$ cat config.mk
export PLATFORM = sky130hd
export DESIGN_NAME = parity_frame_gen
export DESIGN_NICKNAME = d
export VERILOG_FILES = /design/src/rtl/parity_pkg.sv /design/src/rtl/xor_reduce_nand.sv /design/src/rtl/parity_frame_gen.sv
export SDC_FILE = /design/constraint.sdc
export NUM_CORES = 1
export LEC_CHECK = 0
export BUFFER_PORTS_ARGS = -buffer_cell sky130_fd_sc_hd__buf_2
export CORE_ASPECT_RATIO = 1.1
export CORE_MARGIN = 2
export CORE_UTILIZATION = 47
export DETAILED_ROUTE_END_ITERATION = 10
export PLACE_DENSITY = 0.73
export SYNTH_ARGS = -nofsm -noshare
export SYNTH_HDL_FRONTEND = slang
export SYNTH_HIERARCHICAL = 1
export SYNTH_SLANG_ARGS = --single-unit
$ cat constraint.sdc
create_clock -name clk -period 2.7 [get_ports clk]
set_input_delay 0.135 -clock clk [delete_from_list [all_inputs] [get_ports clk]]
set_output_delay 0.135 -clock clk [all_outputs]
set_load 0.02 [all_outputs]
$ cat src/rtl/parity_pkg.sv
// rtl/parity_pkg.sv - shared FSM state and parity mode constants for parity_frame_gen
package parity_pkg;

  typedef enum logic [1:0] {
    IDLE  = 2'd0,
    ACCUM = 2'd1,
    DRAIN = 2'd2,
    DONE  = 2'd3
  } state_t;

  localparam logic MODE_EVEN = 1'b0;
  localparam logic MODE_ODD  = 1'b1;

endpackage

$ cat src/rtl/xor_reduce_nand.sv
// rtl/xor_reduce_nand.sv - combinational XOR reduction tree built from 4-NAND XOR cells
module xor_reduce_nand #(
  parameter int WIDTH = 8
) (
  input  logic [WIDTH-1:0] data,
  output logic             parity
);

  localparam int LEVELS = (WIDTH > 1) ? $clog2(WIDTH) : 0;

  // Level l holds ceil(WIDTH / 2^l) nodes; odd leftovers pass straight up a level.
  for (genvar l = 0; l <= LEVELS; l++) begin : g_lvl
    localparam int N = (WIDTH + (1 << l) - 1) >> l;
    logic [N-1:0] v;

    if (l == 0) begin : g_leaf
      assign v = data;
    end else begin : g_inner
      localparam int NP = (WIDTH + (1 << (l - 1)) - 1) >> (l - 1);
      for (genvar j = 0; j < N; j++) begin : g_node
        if (2 * j + 1 < NP) begin : g_cell
          logic a, b, n1, n2, n3;
          assign a  = g_lvl[l-1].v[2*j];
          assign b  = g_lvl[l-1].v[2*j+1];
          assign n1 = ~(a & b);
          assign n2 = ~(a & n1);
          assign n3 = ~(b & n1);
          assign v[j] = ~(n2 & n3);
        end else begin : g_pass
          assign v[j] = g_lvl[l-1].v[2*j];
        end
      end
    end
  end

  assign parity = g_lvl[LEVELS].v[0];

endmodule

$ cat src/rtl/parity_frame_gen.sv
// rtl/parity_frame_gen.sv - folds word parities across a framed stream and emits one result per frame
module parity_frame_gen
  import parity_pkg::*;
#(
  parameter int WIDTH     = 8,
  parameter int MAX_WORDS = 16,
  parameter int CW        = $clog2(MAX_WORDS + 1)
) (
  input  logic             clk,
  input  logic             rst_n,
  input  logic             odd_mode,
  input  logic             in_valid,
  output logic             in_ready,
  input  logic [WIDTH-1:0] in_data,
  input  logic             in_last,
  output logic             out_valid,
  input  logic             out_ready,
  output logic             out_parity,
  output logic [CW-1:0]    out_count,
  output logic             out_err
);

  localparam logic [CW-1:0] MAX_CNT = CW'(MAX_WORDS);

  state_t          state, state_nxt;
  logic            acc, acc_nxt;
  logic [CW-1:0]   count, count_nxt;
  logic            err, err_nxt;
  logic            mode, mode_nxt;
  logic            word_par;
  logic            accept;
  logic [CW-1:0]   count_inc;

  xor_reduce_nand #(.WIDTH(WIDTH)) u_xor (
    .data   (in_data),
    .parity (word_par)
  );

  assign in_ready   = (state != DONE);
  assign out_valid  = (state == DONE);
  assign accept     = in_valid && in_ready;
  assign count_inc  = count + CW'(1);
  // Result fields are forced low outside DONE so idle outputs never leak stale state.
  assign out_parity = out_valid ? (acc ^ mode) : 1'b0;
  assign out_count  = out_valid ? count : '0;
  assign out_err    = out_valid ? err : 1'b0;

  always_comb begin
    state_nxt = state;
    acc_nxt   = acc;
    count_nxt = count;
    err_nxt   = err;
    mode_nxt  = mode;
    case (state)
      IDLE: begin
        if (accept) begin
          acc_nxt   = word_par;
          count_nxt = CW'(1);
          mode_nxt  = odd_mode;
          state_nxt = in_last ? DONE : ACCUM;
        end
      end
      ACCUM: begin
        if (accept) begin
          acc_nxt   = acc ^ word_par;
          count_nxt = count_inc;
          if (in_last) begin
            state_nxt = DONE;
          end else if (count_inc == MAX_CNT) begin
            state_nxt = DRAIN;
            err_nxt   = 1'b1;
          end
        end
      end
      DRAIN: begin
        if (accept && in_last) state_nxt = DONE;
      end
      DONE: begin
        if (out_ready) begin
          state_nxt = IDLE;
          acc_nxt   = 1'b0;
          count_nxt = '0;
          err_nxt   = 1'b0;
        end
      end
      default: state_nxt = IDLE;
    endcase
  end

  always_ff @(posedge clk) begin
    if (!rst_n) begin
      state <= IDLE;
      acc   <= 1'b0;
      count <= '0;
      err   <= 1'b0;
      mode  <= MODE_EVEN;
    end else begin
      state <= state_nxt;
      acc   <= acc_nxt;
      count <= count_nxt;
      err   <= err_nxt;
      mode  <= mode_nxt;
    end
  end

endmodule

Word level (Yosys, flattened, before mapping):

Index checks and enable logic that the tools add are counted.

* register bits after elaboration: 10

* add/sub/neg operators: 1
* equal/unequal tests: 12
* multiplexer cells: 23
* bitwise logic cells: 58
* reduce and logical (&&, ||, !) cells: 9

Operators with widths (number)
* 1-bit bitwise AND: 28
* 1-bit NOT: 28
* 5-bit two-way mux: 4
* 5-bit case mux with 3 select lines: 1
* 2-bit two-way mux: 7
* 2-bit != test (second input constant): 6
* 5-bit AND reduction: 2
* 1-bit two-way mux: 8
* 2-bit case mux with 4 select lines: 1
* 5-bit by 1-bit adder with 5-bit output (second input constant): 1
* 5-bit == test (second input constant): 1
* 2-bit == test (second input constant): 2
* 4-bit AND reduction: 1
* 3-bit != test (second input constant): 1
* 1-bit case mux with 3 select lines: 1
* 3-bit nonzero test: 1
* 2-bit by 1-bit == test with 1-bit output (second input constant): 1
* 1-bit logical AND: 2
* 2-bit logical NOT: 1
* 2-bit by 1-bit != test with 1-bit output (second input constant): 1
* 1-bit case mux with 2 select lines: 1
* 2-bit AND reduction: 1
* 2-bit nonzero test: 1
* 1-bit bitwise XOR: 2

Logic depth before layout (Yosys ltp):

* depth after elaboration: 21
* mapped depth: 7
* depth with buffers taken out: 7

Modules after synthesis:

Netlist, hierarchy kept.

Modules (own cells, without submodules)
* parity_frame_gen: instances 1, cells an instance 94, area an instance 769.5 sq um, seq. area each 200.2 sq um
* xor_reduce_nand: instances 1, cells an instance 7, area an instance 61.3 sq um, seq. area each 0.0 sq um

Worst setup path before layout:

No wires, ideal clock.

* path type: register to register
* start: register state[1]
* end: register count[0]
* library setup time: 0.070 ns
* arrival time: 1.640 ns
* path slack: 0.990 ns
* stages on the path, launching flop included: 7
* buffers on the path: 0
* period minus slack after synthesis: 1.710 ns
* cell sequence: dfxtp_1 -> ha_1 -> inv_2 -> o21ai_1 -> a21o_1 -> or3_1 -> a21oi_1

* elaborated cells between the ends (all ways): 11
* classes of those cells: eq/ne (6); mux (1); reduce/logical (4)

RTL lines
* from (decl): line parity_frame_gen.sv:25 `state_t state, state_nxt;`
* from (signal assigned): line parity_frame_gen.sv:98 `state <= state_nxt;`
* 2-bit == test *
* named net out_valid: line parity_frame_gen.sv:16 `output logic out_valid,`
* 2-bit by 1-bit != test with 1-bit output (no source line) / 3-bit nonzero test (equally long branches)
* 4-bit AND reduction (no source line)
* to (signal assigned): line parity_frame_gen.sv:100 `count <= count_nxt;`
* to (decl): line parity_frame_gen.sv:27 `logic [CW-1:0] count, count_nxt;`

Mark *: on every way through the listed nets, which the timed path passes. The rest lies on a longest branch.
A chain may end at the register's enable or synchronous reset.

Worst setup path after layout:

* start: register state[1]
* end: register count[0]

* longest elaborated chain between the ends: 4
* elaborated cells between the ends (all ways): 11
* classes of those cells: eq/ne (6); mux (1); reduce/logical (4)

RTL lines
* 2-bit != test: line parity_frame_gen.sv:39 `assign in_ready = (state != DONE);`
* 1-bit logical AND: line parity_frame_gen.sv:41 `assign accept = in_valid && in_ready;`
* 2-bit != test (no source line)
* 4-bit AND reduction (no source line)

Several ways; a longest one is shown, not always the timed one.

==> metrics.csv <==
stage,metric,value,unit
status,status,"finished, final reports clean",
worst_setup_path,max_stage_delay,0.42,ns
synth,synth_ff_type,dfxtp_1,
pwr,fin_total_pwr,0.788,mW
clock_tree,path_clk_slew,0.06,ns
detailed_routing,ant_nets,0,
detailed_routing,wl_per_cell,11.6,microns
sta,tightest_slew,0.396,ns
synth,yosys.area_share.simple,0.259,
detailed_routing,dr.pass1.iters,4,
die,ioPinCount,23,
worst_setup_path,cp-startpoint,state[1],
clock_tree,insertion_delay,0.27,ns
clock_tree,cts_made_buffers,3,
clock_tree,post_cts_buffers,0,
placement,hpwl,1280,microns
pwr,pwr-share-clk,0.134,
die,dieHeight,48.1,microns
final_layout,nFillCells,146,
detailed_routing,vias,772,
synth,syn_area_per_cell,8.23,sq um
global_routing,grt_pass1_wl,2740,microns
global_routing,grt_usage,0.180,
final_layout,multi_input_area,612,sq um
sta,maxSlewHeadroom,0.736,
pwr,p_seq_frac,0.287,
worst_setup_path,crit_type,register to register,
pwr,power_density,803,mW/mm^2
global_routing,grt_max_degree,13,
die,core_region_area,0.00161,sq mm
placement,place_congestion,0.771,
worst_setup_path,cp.required,2.90,ns
final_layout,antenna_cells,0,
sta,min_period,1.97,ns
die,die_area,0.00212,sq mm
synth,synth_common_cells,"10 x dfxtp_1, 8 x a21oi_1, 8 x ha_1, 8 x nand2_1, 8 x nor2_1",
global_routing,overflow,0,
worst_setup_path,critPathMaxFanout,12,
synth,synth-seq-cells,10,
sta,hold_viol,0,
synth,syn_nets,123,
sta,setup_viol,0,
detailed_routing,drtIter0Drc,20,
die,rows,15,
final_layout,layout-drive-gt1-share,0.272,
worst_hold_path,hp-class,input port to register,
synth,synth.distinct_cells,35,
synth,seq_area_frac_synth,0.241,
die,die_w,44.1,microns
pwr,leakagePower,0.431,nW
clock_tree,cts_sinks,10,
worst_setup_path,critPathCaptureType,register,
worst_setup_path,crit_path_start_kind,register,
sta,setup_tns,0,ns
synth,synth_top_area_frac,0.241,
pwr,p_int,0.422,mW
final_layout,regArea,200,sq um
detailed_routing,drc,0,
synth,netlist_top_cells_area,"dfxtp_1 24%, ha_1 12%, xnor2_1 7.4%",
worst_setup_path,cp.arrival,2.18,ns
final_layout,nNetsFinal,149,
synth,yosysMostFrequentCell,dfxtp_1,
detailed_routing,vias_per_cell,5.44,
clock_tree,cts_resized,0,
worst_hold_path,min_from,out_ready,
clock_tree,clockBufferDepth,2,
synth,synth_top_family_by_area,simple AND/OR/NAND/NOR gates,
synth,yosysTopAreaCell,dfxtp_1,
sta,skew,0.00122,ns
synth,synth-adder-area-share,0.120,
clock_tree,cts_tree,done,
synth,async_reset_ff_frac,0,
sta,final.period_utilization,0.730,
worst_setup_path,timing.rr.start,state[1],
synth,yosysWarnings,6,
die,initial_utilization,0.515,
pwr,p_switching,0.366,mW
final_layout,area_delta_synth_final,18.1,%
detailed_routing,routed_wl,1650,microns
worst_setup_path,cpMaxStageDelayCell,dfxtp_1,
clock_tree,ctsRootBufferMaster,clkbuf_4,
clock_tree,cts_hold_buf,0,
sta,rsz0062_at_grt,no,
clock_tree,cts.htree.levels,1,
final_layout,final_core_util,0.608,
pwr,peakVddDrop,0.418,mV
global_routing,grt_pass1_vias,645,
job,maxCapViolations,0,
synth,syn_area,831,sq um
worst_setup_path,crit_chain,"inv_1, ha_1, nor2_1, o21ai_1, a21o_1, or3_1, a21oi_1",
global_routing,antenna_found_initial,0,
synth,synth_xor_area_frac,0.0843,
pwr,comb_power_share,0.579,
synth,synth.mux.area_fraction,0.0301,
placement,portBuffers,22,
synth,syn_inst,101,
synth,synth_edf_count,0,
sta,hold_ws,0.0780,ns
pwr,swShare,0.464,
sta,drv_slew,0,
synth,synth_compound_gate_area_share,0.242,
sta,timing.fmax,0.507,GHz
-- path summary, 6_finish.rpt --
kind                                  to  slack [ns]  depth (start not counted)
worst min-delay path                 err        0.08                          2
worst max-delay path            count[0]        0.73                          7
worst min register to register      mode        0.48                          2
worst max register to register  count[0]        0.73                          7
-- per-layer routing --
layer	up-vias	global-route usage	share of wire	wire [microns]
li1	406	-	-	-
met1	340	0.232	0.49	814
met2	21	0.291	0.43	715
met3	5	0.0222	0.047	77
met4	0	0.109	0.025	41
met5	-	0	0	0
-- cell usage in the layout (no fill, tap or decap), types with 2 or more instances in the layout --
| master | instances |
|---|---|
| buf_2 | 22 |
| dfxtp_1 | 10 |
| nor2_1 | 8 |
| nand2_1 | 8 |
| a21oi_1 | 8 |
| ha_1 | 8 |
| xnor2_1 | 7 |
| and2_1 | 6 |
| a31oi_1 | 4 |
| inv_1 | 3 |
| nand3_1 | 3 |
| o21ai_1 | 3 |
| nand3b_1 | 3 |
| o21ai_0 | 3 |
| clkbuf_4 | 3 |
| nor2b_1 | 2 |
| nand3_2 | 2 |
| a21boi_1 | 2 |
| nor3_1 | 2 |
| a211oi_1 | 2 |
-- cell families (layout without fill, tap and decap cells) --
group,Yosys count,after routing
AND/OR/NAND/NOR,39,39
XOR/XNOR,8,8
AO/OA/AOI/OAI,29,29
multiplexers,2,2
flip-flops,10,10
adder cells (fa/ha/maj),8,8
buffers and inverters,5,29
-- through the flow --
step                cells  area (sq um)  setup WS (ns)
global route          142           981          0.553
finish                142           981          0.728
floorplan             101           831          0.990
global placement      139           958          0.837
CTS                   142           981          0.737
detailed placement    139           958          0.749
-- power by group through the flow --
stage | clock (mW) | combinational, mW | sequential (mW)
floorplan | 0 | 0.366 | 0.218
global placement | 0 | 0.443 | 0.227
detailed placement | 0 | 0.452 | 0.230
CTS | 0.108 | 0.456 | 0.226
global route | 0.117 | 0.509 | 0.234
finish | 0.106 | 0.456 | 0.226
-- cell type report --
type | instances | share of cell area
Timing Repair Buffer | 22 | 0.112
Multi-Input combinational cell | 86 | 0.624
Inverter | 4 | 0.0153
Tap cell | 17 | 0.0217
Sequential cell | 10 | 0.204
Clock buffer | 3 | 0.0230
-- critical path, delay by kind of cell, from the launching register on --
family | cells | cell delay, ns
DFF | 1 | 0.42
and+or+nand+nor | 2 | 0.56
adders and majority gates | 1 | 0.33
AOI/OAI and AO/OA | 3 | 0.48
buffers and inverters | 1 | 0.11
-- flip-flops by register name, indices dropped and copies added (netlist names) --
| register | cells |
|---|---|
| state | 2 |
| mode | 1 |
| err | 1 |
| acc | 1 |
| count | 5 |
No activity file was read; power rests on OpenSTA's default activity.
